--- src/rtl/mbinit_partner_seq.sv ---
// mbinit_partner_seq: partner-side MBINIT sideband responder that walks
// NUM_STEPS request/response pairs in order and flags completion.
// Ports: CLK, rst (sync, active-high), i_enable, i_RX_SbMessage,
//   i_msg_valid, i_Busy_SideBand, i_falling_edge_busy -> o_TX_SbMessage,
//   o_ValidOutData, o_step_idx, o_end, o_error.
// Optional: define MBINIT_PARTNER_TIMEOUT_EN for a per-step timeout to ERROR.
module mbinit_partner_seq #(
   parameter int                         MSG_W          = 4,
   parameter int                         NUM_STEPS      = 2,
   parameter logic [NUM_STEPS*MSG_W-1:0] REQ_CODES      = {4'h3, 4'h1},
   parameter logic [NUM_STEPS*MSG_W-1:0] RESP_CODES     = {4'h4, 4'h2},
   parameter int                         TIMEOUT_CYCLES = 16,
   parameter int                         STEP_W         = 3
) (
   input  logic              CLK,
   input  logic              rst,
   input  logic              i_enable,
   input  logic [MSG_W-1:0]  i_RX_SbMessage,
   input  logic              i_msg_valid,
   input  logic              i_Busy_SideBand,
   input  logic              i_falling_edge_busy,
   output logic [MSG_W-1:0]  o_TX_SbMessage,
   output logic              o_ValidOutData,
   output logic [STEP_W-1:0] o_step_idx,
   output logic              o_end,
   output logic              o_error
);

   typedef enum logic [2:0] {
      S_IDLE,
      S_WAIT_REQ,
      S_WAIT_FREE,
      S_SEND_RESP,
      S_DONE,
      S_ERROR
   } state_t;

   localparam int                TAB_N = 1 << STEP_W;
   localparam logic [STEP_W-1:0] LAST  = STEP_W'(NUM_STEPS - 1);

   generate
      if (NUM_STEPS < 1 || NUM_STEPS > 8 || TAB_N < NUM_STEPS ||
          TIMEOUT_CYCLES < 2) begin : g_bad_param
         $error("mbinit_partner_seq: illegal parameter set");
      end
   endgenerate

   // Code tables padded to a power of two so any step value indexes safely.
   logic [MSG_W-1:0] req_tab  [TAB_N];
   logic [MSG_W-1:0] resp_tab [TAB_N];

   generate
      for (genvar k = 0; k < TAB_N; k++) begin : g_tab
         if (k < NUM_STEPS) begin : g_used
            assign req_tab[k]  = REQ_CODES[k*MSG_W +: MSG_W];
            assign resp_tab[k] = RESP_CODES[k*MSG_W +: MSG_W];
         end else begin : g_pad
            assign req_tab[k]  = '0;
            assign resp_tab[k] = '0;
         end
      end
   endgenerate

   state_t            state_q, state_d;
   logic [STEP_W-1:0] step_q, step_d;
   logic              req_hit, step_done;

   logic [MSG_W-1:0]  tx_d;
   logic              vld_d, end_d, err_d;

`ifdef MBINIT_PARTNER_TIMEOUT_EN
   localparam int TMR_W = $clog2(TIMEOUT_CYCLES);
   logic [TMR_W-1:0] tmr_q, tmr_d;
   logic             active, tmr_exp;

   assign active  = (state_q == S_WAIT_REQ) || (state_q == S_WAIT_FREE) ||
                    (state_q == S_SEND_RESP);
   assign tmr_exp = active && (tmr_q == TMR_W'(TIMEOUT_CYCLES - 1));
`endif

   assign req_hit   = i_msg_valid && (i_RX_SbMessage == req_tab[step_q]);
   assign step_done = (state_q == S_SEND_RESP) && i_falling_edge_busy;

   // State register; outputs are registered from the next-state decode.
   always_ff @(posedge CLK) begin
      if (rst) begin
         state_q        <= S_IDLE;
         step_q         <= '0;
         o_TX_SbMessage <= '0;
         o_ValidOutData <= 1'b0;
         o_step_idx     <= '0;
         o_end          <= 1'b0;
         o_error        <= 1'b0;
`ifdef MBINIT_PARTNER_TIMEOUT_EN
         tmr_q          <= '0;
`endif
      end else begin
         state_q        <= state_d;
         step_q         <= step_d;
         o_TX_SbMessage <= tx_d;
         o_ValidOutData <= vld_d;
         o_step_idx     <= step_d;
         o_end          <= end_d;
         o_error        <= err_d;
`ifdef MBINIT_PARTNER_TIMEOUT_EN
         tmr_q          <= tmr_d;
`endif
      end
   end

   // Next-state logic; a dropped enable overrides everything.
   always_comb begin
      state_d = state_q;
      step_d  = step_q;
      if (!i_enable) begin
         state_d = S_IDLE;
         step_d  = '0;
      end else begin
         unique case (state_q)
            S_IDLE: begin
               state_d = S_WAIT_REQ;
               step_d  = '0;
            end
            S_WAIT_REQ:
               if (req_hit) state_d = S_WAIT_FREE;
            S_WAIT_FREE:
               if (!i_Busy_SideBand) state_d = S_SEND_RESP;
            S_SEND_RESP:
               if (step_done) begin
                  if (step_q == LAST) begin
                     state_d = S_DONE;
                  end else begin
                     state_d = S_WAIT_REQ;
                     step_d  = step_q + STEP_W'(1);
                  end
               end
            S_DONE:  state_d = S_DONE;
            S_ERROR: state_d = S_ERROR;
            default: state_d = S_IDLE;
         endcase
`ifdef MBINIT_PARTNER_TIMEOUT_EN
         // A step finishing on the terminal count beats the timeout.
         if (tmr_exp && !step_done) state_d = S_ERROR;
`endif
      end
   end

`ifdef MBINIT_PARTNER_TIMEOUT_EN
   // Timer restarts whenever a step (re)enters WAIT_REQ.
   always_comb begin
      tmr_d = '0;
      if (state_d == S_WAIT_REQ && state_q != S_WAIT_REQ)
         tmr_d = '0;
      else if (active)
         tmr_d = tmr_q + TMR_W'(1);
   end
`endif

   // Output decode from the next state.
   always_comb begin
      tx_d  = '0;
      vld_d = 1'b0;
      end_d = (state_d == S_DONE);
      err_d = (state_d == S_ERROR);
      if (state_d == S_SEND_RESP) begin
         tx_d  = resp_tab[step_d];
         vld_d = 1'b1;
      end
   end

endmodule

--- config.mk ---
export PLATFORM = sky130hd
export DESIGN_NAME = mbinit_partner_seq
export DESIGN_NICKNAME = d
export VERILOG_FILES = /design/src/rtl/mbinit_partner_seq.sv
export SDC_FILE = /design/constraint.sdc
export NUM_CORES = 1
export LEC_CHECK = 0
export CAP_MARGIN = 10
export CORE_MARGIN = 3
export CORE_UTILIZATION = 35
export DETAILED_ROUTE_END_ITERATION = 10
export PLACE_DENSITY_LB_ADDON = 0.2
export SLEW_MARGIN = 25
export SYNTH_ARGS = -nofsm -noshare
export SYNTH_HDL_FRONTEND = slang
export SYNTH_SLANG_ARGS = --single-unit
--- constraint.sdc ---
create_clock -name CLK -period 2.6 [get_ports CLK]
set_clock_uncertainty 0.15 [all_clocks]
set_input_delay 0.52 -clock CLK [delete_from_list [all_inputs] [get_ports CLK]]
set_output_delay 0.52 -clock CLK [all_outputs]
set_load 0.005 [all_outputs]
# Word level (Yosys, flattened, before mapping)
# Memories as Yosys holds them, arrays and structs flattened. A register that Yosys moved wholly into a read port is not among the register bits.
# Cells that the tools add are included.
[totals]
regBits = 9
rom_bits = 64
input_bits = 10
out_inout_bits = 10
mem_count = 2
[mem_list]
columns = ["memory", "depth", "width", "rd", "rd_ports_with_merged_regs", "write_ports", "line", "source"]
rows = [
  ["(name not given)", 8, 4, 1, 1, 0, "166", "tx_d = resp_tab[step_d];"],
  ["(name not given)", 8, 4, 1, 0, 0, "81", "assign req_hit = i_msg_valid && (i_RX_SbMessage == req_tab[step_q]);"],
]
[op_classes]
addsub = 1
order_cmp = 1
eq_ne = 10
mux = 13
n_bitwise = 3
n_reduce_logical = 4
[ops]
columns = ["op", "count"]
rows = [
  ["3-bit 2-to-1 mux", 8],
  ["3-bit case mux with 6 select lines", 1],
  ["3-bit == test, second input constant", 4],
  ["3-bit by 2-bit == test with 1-bit output, second input constant", 3],
  ["4-bit 2-to-1 mux", 2],
  ["3-bit inverter with 4-bit output", 2],
  ["3-bit by 1-bit == test with 1-bit output, second input constant", 2],
  ["3-bit case mux with 2 select lines", 1],
  ["4-bit == test", 1],
  ["4-bit >= comparator, second input constant", 1],
  ["3-bit by 1-bit adder with 3-bit output, second input constant", 1],
  ["3-bit logical NOT", 1],
  ["1-bit logical AND", 2],
  ["2-bit OR reduction", 1],
  ["1-bit 2-to-1 mux", 1],
  ["1-bit inverter", 1],
]

# Depth between registers and ports, before layout
# Gate-level depths: netlist of run 1.
[logic_depth]
depth_word = 12
mapped_depth = 7
mapped_depth_nobuf = 7

# Worst setup path after synthesis of run 1
# No wires, ideal clock.
[synth_timing]
path_type = "reg-to-reg"
start = "register step_q[1]"
end = "register o_TX_SbMessage[2]"
setup_ns = 0.088
arrival_time_ns = 1.562
required_time_ns = 2.362
setup_slack_ns = 0.800
path_stages_with_launch = 8
period_less_slack_ns = 1.800
cell_sequence = "dfxtp_1 -> inv_1 -> ha_1 -> or2b_2 -> nor2_1 -> o21ai_0 -> nand3_2 -> nor4_2"
[synth_between]
elab_chain_len = 12
word_cells_on_any_way = 21
[synth_lines]
columns = ["item", "line", "source"]
rows = [
  ["from (decl)", "65", "logic [STEP_W-1:0] step_q, step_d;"],
  ["from (signal assigned)", "99", "step_q <= step_d;"],
  ["3-bit inverter with 4-bit output (not written as such)", "81", ""],
  ["memory read 8 x 4 bit", "n/a", ""],
  ["4-bit 2-to-1 mux (not written as such) (2 in a row)", "81", ""],
  ["4-bit == test", "81", ""],
  ["1-bit logical AND", "81", ""],
  ["3-bit 2-to-1 mux", "125", "if (req_hit) state_d = S_WAIT_FREE;"],
  ["3-bit case mux with 6 select lines", "119", "unique case (state_q)"],
  ["3-bit 2-to-1 mux", "115", "if (!i_enable) begin"],
  ["3-bit by 2-bit == test with 1-bit output", "165", "if (state_d == S_SEND_RESP) begin"],
  ["1-bit inverter (no line)", "n/a", ""],
  ["2-bit OR reduction (no line)", "n/a", ""],
  ["to (decl)", "22", "output logic [MSG_W-1:0] o_TX_SbMessage,"],
]
# Several ways; a longest one is shown, not always the timed one. The select of a mux whose other input is x is not followed.
# A chain may end at the register's enable or synchronous reset.

# Worst setup path after layout of run 1
[layout_timing]
start = "input i_enable"
end = "register o_TX_SbMessage[2]"
[layout_between]
elab_chain_len = 4
word_cells_on_any_way = 6
[layout_lines]
columns = ["item", "line", "source"]
rows = [
  ["from (decl)", "17", "input logic i_enable,"],
  ["3-bit 2-to-1 mux", "115", ""],
  ["3-bit by 2-bit == test with 1-bit output", "165", ""],
  ["1-bit inverter (no line)", "n/a", ""],
  ["2-bit OR reduction (no line)", "n/a", ""],
]
# Several ways; a longest one is shown, not always the timed one.

==> reports/metrics.yaml, run 1 <==
floorplanning:
  rows: 14
  io_pins: 20
  die-area_sq_um: 2302
  die_w_um: 47.98
  core-area_sq_um: 1577
  initial_core_util_pct: 39.13
  die_h_um: 47.98
clock_network:
  numCtsBuffers: 3
  htree_num_levels: 1
  clk_latency_ps: 260
  cts_setup_buffers: 0
  cts_tree: "built"
  clock_path_buffers: 2
  cts_resized: 0
  clk_pin_slew_ps: 60
  cts_hold_buffers: 0
  root_buffer: "clkbuf_4"
  clock_sinks: 11
power:
  power.leakage_uw: 0.0003283
  fin_total_pwr_uw: 306.3
  ir_drop_mv: 0.4546
  pwr_density_cell_nw_per_um2: 377.8
drt:
  dr.pass1.iters: 4
  vias: 535
  ant_nets: 0
  drt_iter0_drc: 10
  wirelength_um: 1252
  post_drt_wl_per_cell_um: 12.27
  drt-vias-per-instance: 5.245
  drc: 0
global_route:
  busiest_layer: "met2"
  gr-usage-met2_pct: 20.58
  grt_pass1_vias: 507
  grt_max_degree: 9
  overflow: 0
  gr-usage-all-layers_pct: 12.46
  use_met1_pct: 16.63
  grt_pass1_wl_um: 2049
  met3_usage_pct: 4.511
  antenna_found_initial: 0
placement:
  placedCellCount: 98
  portBuffers: 17
  pre_cts_ws_ps: 276.3
  routabilityCongestion: 0.7468
  place_hpwl_um: 996.6
job:
  drv_cap: 0
synthesis:
  avgSynthCellArea_sq_um: 9.207
  yosysSeqAreaShare_pct: 35.70
  synth_top_area_share_pct: 35.70
  synthTopCellsByArea: "dfxtp_1, nand2b_4, ha_1"
  syn_inst: 67
  synthesis.area_sq_um: 616.8
  yosysWarnings: 0
  synth.largest_area_cell: "dfxtp_1"
  yosys_register_bits: 11
  synth_cell_type_count: 34
critical_path:
  path_max_fanout: 4
  crit_arrival_ps: 2100
  required_ps: 2620
  r2r_cells: 7
  reg2reg_to: "o_TX_SbMessage[2]"
  r2r-start: "step_q[1]"
  start_kind: "input port"
  critPathKind: "in -> reg"
  reg2reg_slack_ps: 600
  cp-end-kind: "flop"
worst_hold_path:
  hp-class: "reg -> reg"
  whs_endpoint: "state_q[0]"
  min_path_cells: 1
  worstHoldStart: "state_q[1]"
timing:
  fin_crit_ps: 2081
  period_share_pct: 80.02
  rsz0062_at_grt: "no"
  final.setup.tns_ps: 0
  final-setup-viol-count: 0
  fin_hold_ws_ps: 481.2
  fmax_mhz: 480.6
  slew_viol_final: 0
  fin_ws_ps: 519.4
  hold_viol: 0
cells_and_area:
  final-instance-count-excl-fill: 102
  n_fill_cell: 149
  nets: 99
  area_growth_pct: 31.44
  num_antenna_cells: 0
  drive_gt1_share_pct: 16.28
status:
  status: "completed"
==> how the worst max path moves through the flow <==
| stage | cells past startpoint | slack [ps] | end | startpoint |
|---|---|---|---|---|
| 2_1_floorplan | 7 | 800 | o_TX_SbMessage[2] | step_q[1] |
| 3_3_place_gp | 5 | 340 | o_TX_SbMessage[2] | i_enable |
| 3_5_place_dp | 5 | 280 | o_TX_SbMessage[2] | i_enable |
| 4_1_cts | 5 | 530 | o_TX_SbMessage[2] | i_enable |
| 5_1_grt | 7 | 380 | o_TX_SbMessage[2] | step_q[1] |
| 6_report | 5 | 520 | o_TX_SbMessage[2] | i_enable |
==> kinds of logic after synthesis <==
| kind of cell | after synthesis | synth area share, % |
|---|---|---|
| DFF | 11 | 35.70 |
| other | 1 | 0.6079 |
| buffers and inverters | 8 | 7.302 |
| and+or+nand+nor | 31 | 33.67 |
| AOI/OAI and AO/OA | 13 | 17.04 |
| muxes | 1 | 1.623 |
| adders and majority gates | 2 | 4.056 |
==> power by group <==
part	internal [uW]	switching (uW)
clock network	59.2	49.5
registers	169	1.79
logic	17.5	9.02
total	246	60.3
==> state kept, by name, summed over array words and instances, names as in the netlist <==
| name | cells |
|---|---|
| o_error | 1 |
| o_ValidOutData | 1 |
| step_q | 3 |
| state_q | 3 |
| o_end | 1 |
| o_TX_SbMessage | 2 |
==> cell type report <==
cell class | count | area (sq um) | share of cell area (%)
flip-flops and latches | 11 | 220.2 | 27.16
well taps | 16 | 20.02 | 2.469
clock buffers | 4 | 26.28 | 3.241
repair buffers | 17 | 170.2 | 20.99
inverters | 5 | 18.77 | 2.315
multi-input cells | 49 | 355.3 | 43.83
==> per-stage QoR <==
| stage | area, sq um | util, % |
|---|---|---|
| 2_1_floorplan | 620.6 | - |
| 3_3_place_gp | 784.5 | 49.76 |
| 3_5_place_dp | 784.5 | 49.76 |
| 4_1_cts | 810.8 | 51.43 |
| 5_1_grt | 810.8 | 51.43 |
| 6_report | 810.8 | 51.43 |
==> synth_stat cells <==
| cell | number |
|---|---|
| a211oi_1 | 2 |
| o31a_2 | 1 |
| nor2_1 | 6 |
| nand3b_1 | 1 |
| o21ai_0 | 3 |
| a221o_1 | 1 |
| a31oi_2 | 1 |
| or2b_2 | 2 |
| nand3_1 | 2 |
| o221ai_1 | 1 |
| ha_1 | 2 |
| nand2b_1 | 2 |
| nand4b_1 | 1 |
| mux2i_1 | 1 |
| nor4_2 | 1 |
| o211ai_1 | 1 |
| conb_1 | 1 |
| or2_2 | 1 |
| buf_6 | 1 |
| or3_4 | 1 |
| inv_1 | 5 |
| nand3_2 | 1 |
| nand2_1 | 5 |
| nor3_1 | 1 |
| dfxtp_1 | 11 |
| nor3b_1 | 1 |
| nor4b_1 | 2 |
| nand2b_4 | 2 |
| nand4_1 | 1 |
| a41oi_2 | 1 |
| a21oi_1 | 1 |
| o21ai_1 | 1 |
| buf_4 | 2 |
| nor2b_1 | 1 |
==> worst max-delay path, cell delays in order <==
cell and delay, ps:
clkdlybuf4s50_1 540, or2b_2 330, a211oi_1 230, nand3_1 200
nor4_2 280
==> layer usage <==
layer,routed length (um),vias to the layer above
met4,0,0
met3,58,0
li1,-,274
met2,559,14
met1,634,247
met5,0,-
==> cell usage in the layout, fill, tap and decap left out, types with 2 or more instances in the layout <==
cell and count:
conb_1 2, nand2b_1 2, a211oi_1 2, o21ai_0 3
or2b_2 2, nand2b_4 2, dfxtp_1 11, ha_1 2
clkdlybuf4s50_1 17, nand3_1 2, clkbuf_4 3, nand2_1 5
nor2_1 6, nor4b_1 2, inv_1 5
Power figures use the tool's default switching activity.
==> inputs of run 2 (changes only) <==
clock period = 1.65 ns   (was 2.6 ns; I/O delays follow)
==> run 2 against run 1 <==
Effect of this change:
- the run now ends with negative setup slack left
- critical path depth up 2
- setup slack got worse by 580 ps
- sequential power rose by 55%
- non-clock buffer count grew 20
- clock-buffer cell count stayed put
- utilization grew 15 points
- combinational power rose by 97%
- hold slack got worse by 31 ps
- global-route usage is 2.6 points higher
- first-iteration DRC count fell by 10%
- wire length rose by 29%
- largest cell class unchanged
==> reports/metrics.yaml, run 2 (synthesis results as in run 1) <==
global_route:
  grt_max_degree: 8  # -1
  grt_pass1_wl_um: 2359  # +15%
  antenna_found_initial: 0  # unchanged
  grt_pass1_vias: 569  # +12%
  gr-usage-all-layers_pct: 15.11  # +2.6 points
  overflow: 0  # unchanged
cells_and_area:
  num_antenna_cells: 0  # unchanged
  utilization_pct: 66.19  # +15 points
  final-instance-count-excl-fill: 122  # +20%
  drive_gt1_share_pct: 49.06  # +33 points
  most-common-layout-cells: "buf_4, clkdlybuf4s50_1, nand2_1, nor2_1, dfxtp_1"
  biggestRegsByFlops: "state_q x3, step_q x3, o_TX_SbMessage x2"
  nets: 119  # +20%
  layout_commonest_cell: "buf_4"
  seq_area_sq_um: 235.2  # +6.8%
  multi_input_area_sq_um: 421.7  # +19%
  area_growth_pct: 69.17
  fin_area_sq_um: 1044  # +29%
  n_fill_cell: 132  # -11%
critical_path:
  required_ps: 1670  # -950 ps
  critPathKind: "reg -> reg"
  start_kind: "flop"
  cp-end-kind: "flop"
  crit_arrival_ps: 1720  # -380 ps
  path_max_fanout: 5  # +1
clock_network:
  clk_latency_ps: 270  # about the same
  clock_path_buffers: 2  # unchanged
  clk_pin_slew_ps: 70  # about the same
  cts_tree: "built"
  numCtsBuffers: 3  # unchanged
  root_buffer: "clkbuf_4"
  htree_num_levels: 1  # unchanged
  clock_sinks: 11  # unchanged
timing:
  rsz0062_at_grt: "yes"
  fin_crit_ps: 1706
  fmax_mhz: 586.2
  fin_hold_ws_ps: 449.7  # -31.49 ps
  hold_viol: 0  # unchanged
  final-setup-viol-count: 5  # +5
  period_share_pct: 103.4
  fin_ws_ps: -56.01  # -575.5 ps
  final.setup.tns_ps: -250.0  # -250.0 ps
  slew_viol_final: 0  # unchanged
drt:
  drc: 0  # unchanged
  drt-vias-per-instance: 5.180  # -1.2%
  post_drt_wl_per_cell_um: 13.28  # +8.2%
  vias: 632  # +18%
  dr.pass1.iters: 4  # unchanged
  drt_iter0_drc: 9  # -1
  ant_nets: 0  # unchanged
  wirelength_um: 1620  # +29%
floorplanning:
  die_h_um: 47.98  # unchanged
  io_pins: 20  # unchanged
  core-area_sq_um: 1577  # unchanged
  rows: 14  # unchanged
  die-area_sq_um: 2302  # unchanged
  die_w_um: 47.98  # unchanged
  initial_core_util_pct: 39.13  # unchanged
placement:
  place_hpwl_um: 1167  # +17%
  placedCellCount: 110  # +12%
  routabilityCongestion: 0.8999  # +21%
  place_area_sq_um: 897.1  # +14%
  portBuffers: 17  # unchanged
job:
  drv_cap: 0  # unchanged
power:
  power.leakage_uw: 0.0004721  # +44%
  ir_drop_mv: 0.4445  # -2.2%
  pwr_density_cell_nw_per_um2: 479.0  # +27%
status:
  status: "finished, violations left"
  violations: "negative setup slack"
worst_hold_path:
  hp-class: "reg -> reg"
[run 2: cell types whose count changed in the layout (fill, tap and decap cells not counted), sizes merged]
cell	change
clkdlybuf4s50	-4
buf	+20
dlygate4sd2	+3
dlymetal6s2s	+1
[run 2: power by group]
| group | switching [uW] | total [uW] | internal (uW) | leakage, uW |
|---|---|---|---|---|
| Clock | 89.2 | 183 | 93.7 | 0.0000150 |
| Sequential | 2.62 | 265 | 262 | 0.0000926 |
| Combinational | 17.9 | 52.2 | 34.3 | 0.000365 |
[run 2: area by class of cell]
type                       instances  area share [%]
multi-input combinational         49           40.41
timing repair buffer              37           30.58
sequential                        11           22.54
clock buffer                       4           2.518
inverter                           5           2.038
tap                               16           1.918
[run 2: per-stage QoR]
stage	total power (uW)	worst slack [ps]
2_1_floorplan	293.3	6.016
3_3_place_gp	324.2	-381.8
3_5_place_dp	324.8	-371.4
4_1_cts	502.8	-62.54
5_1_grt	527.3	-135.5
6_report	499.9	-56.01
[run 2: worst max-delay path: stages (launching register included)]
cell     delay (ps)
dfxtp_4         360
inv_4            60
ha_4            150
inv_2            30
a221o_1         330
or3_4           360
nand3_4         100
nor3_1           70
[run 2: path summary, 6_finish.rpt]
| path | startpoint | to | slack, ps | cells after the start |
|---|---|---|---|---|
| max | step_q[1] | o_TX_SbMessage[1] | -60 | 7 |
| min | state_q[2] | state_q[0] | 450 | 2 |
| max reg2reg | step_q[1] | o_TX_SbMessage[1] | -60 | 7 |
| min reg2reg | state_q[2] | state_q[0] | 450 | 2 |
[run 2: repair_timing]
item,4_1_cts,5_1_grt
buffers inserted,3,5
pin swaps,6,4
resized for setup,10,15
hold buffers,0,0
setup endpoints to repair,12,11
[run 2: routing by layer]
layer  GRT usage, %  vias up  share of wire (%)
met5              0        -                  0
met4          6.452        0                2.8
met3          5.639        6                5.6
met2          23.48       16                 50
met1          18.61      294                 41
li1               -      316                  -
==> inputs of run 3 (changes only) <==
CAP_MARGIN = 40   (was 10)
==> results of run 3 <==
The final DEF is identical to that of run 2; final timing and power are the same.
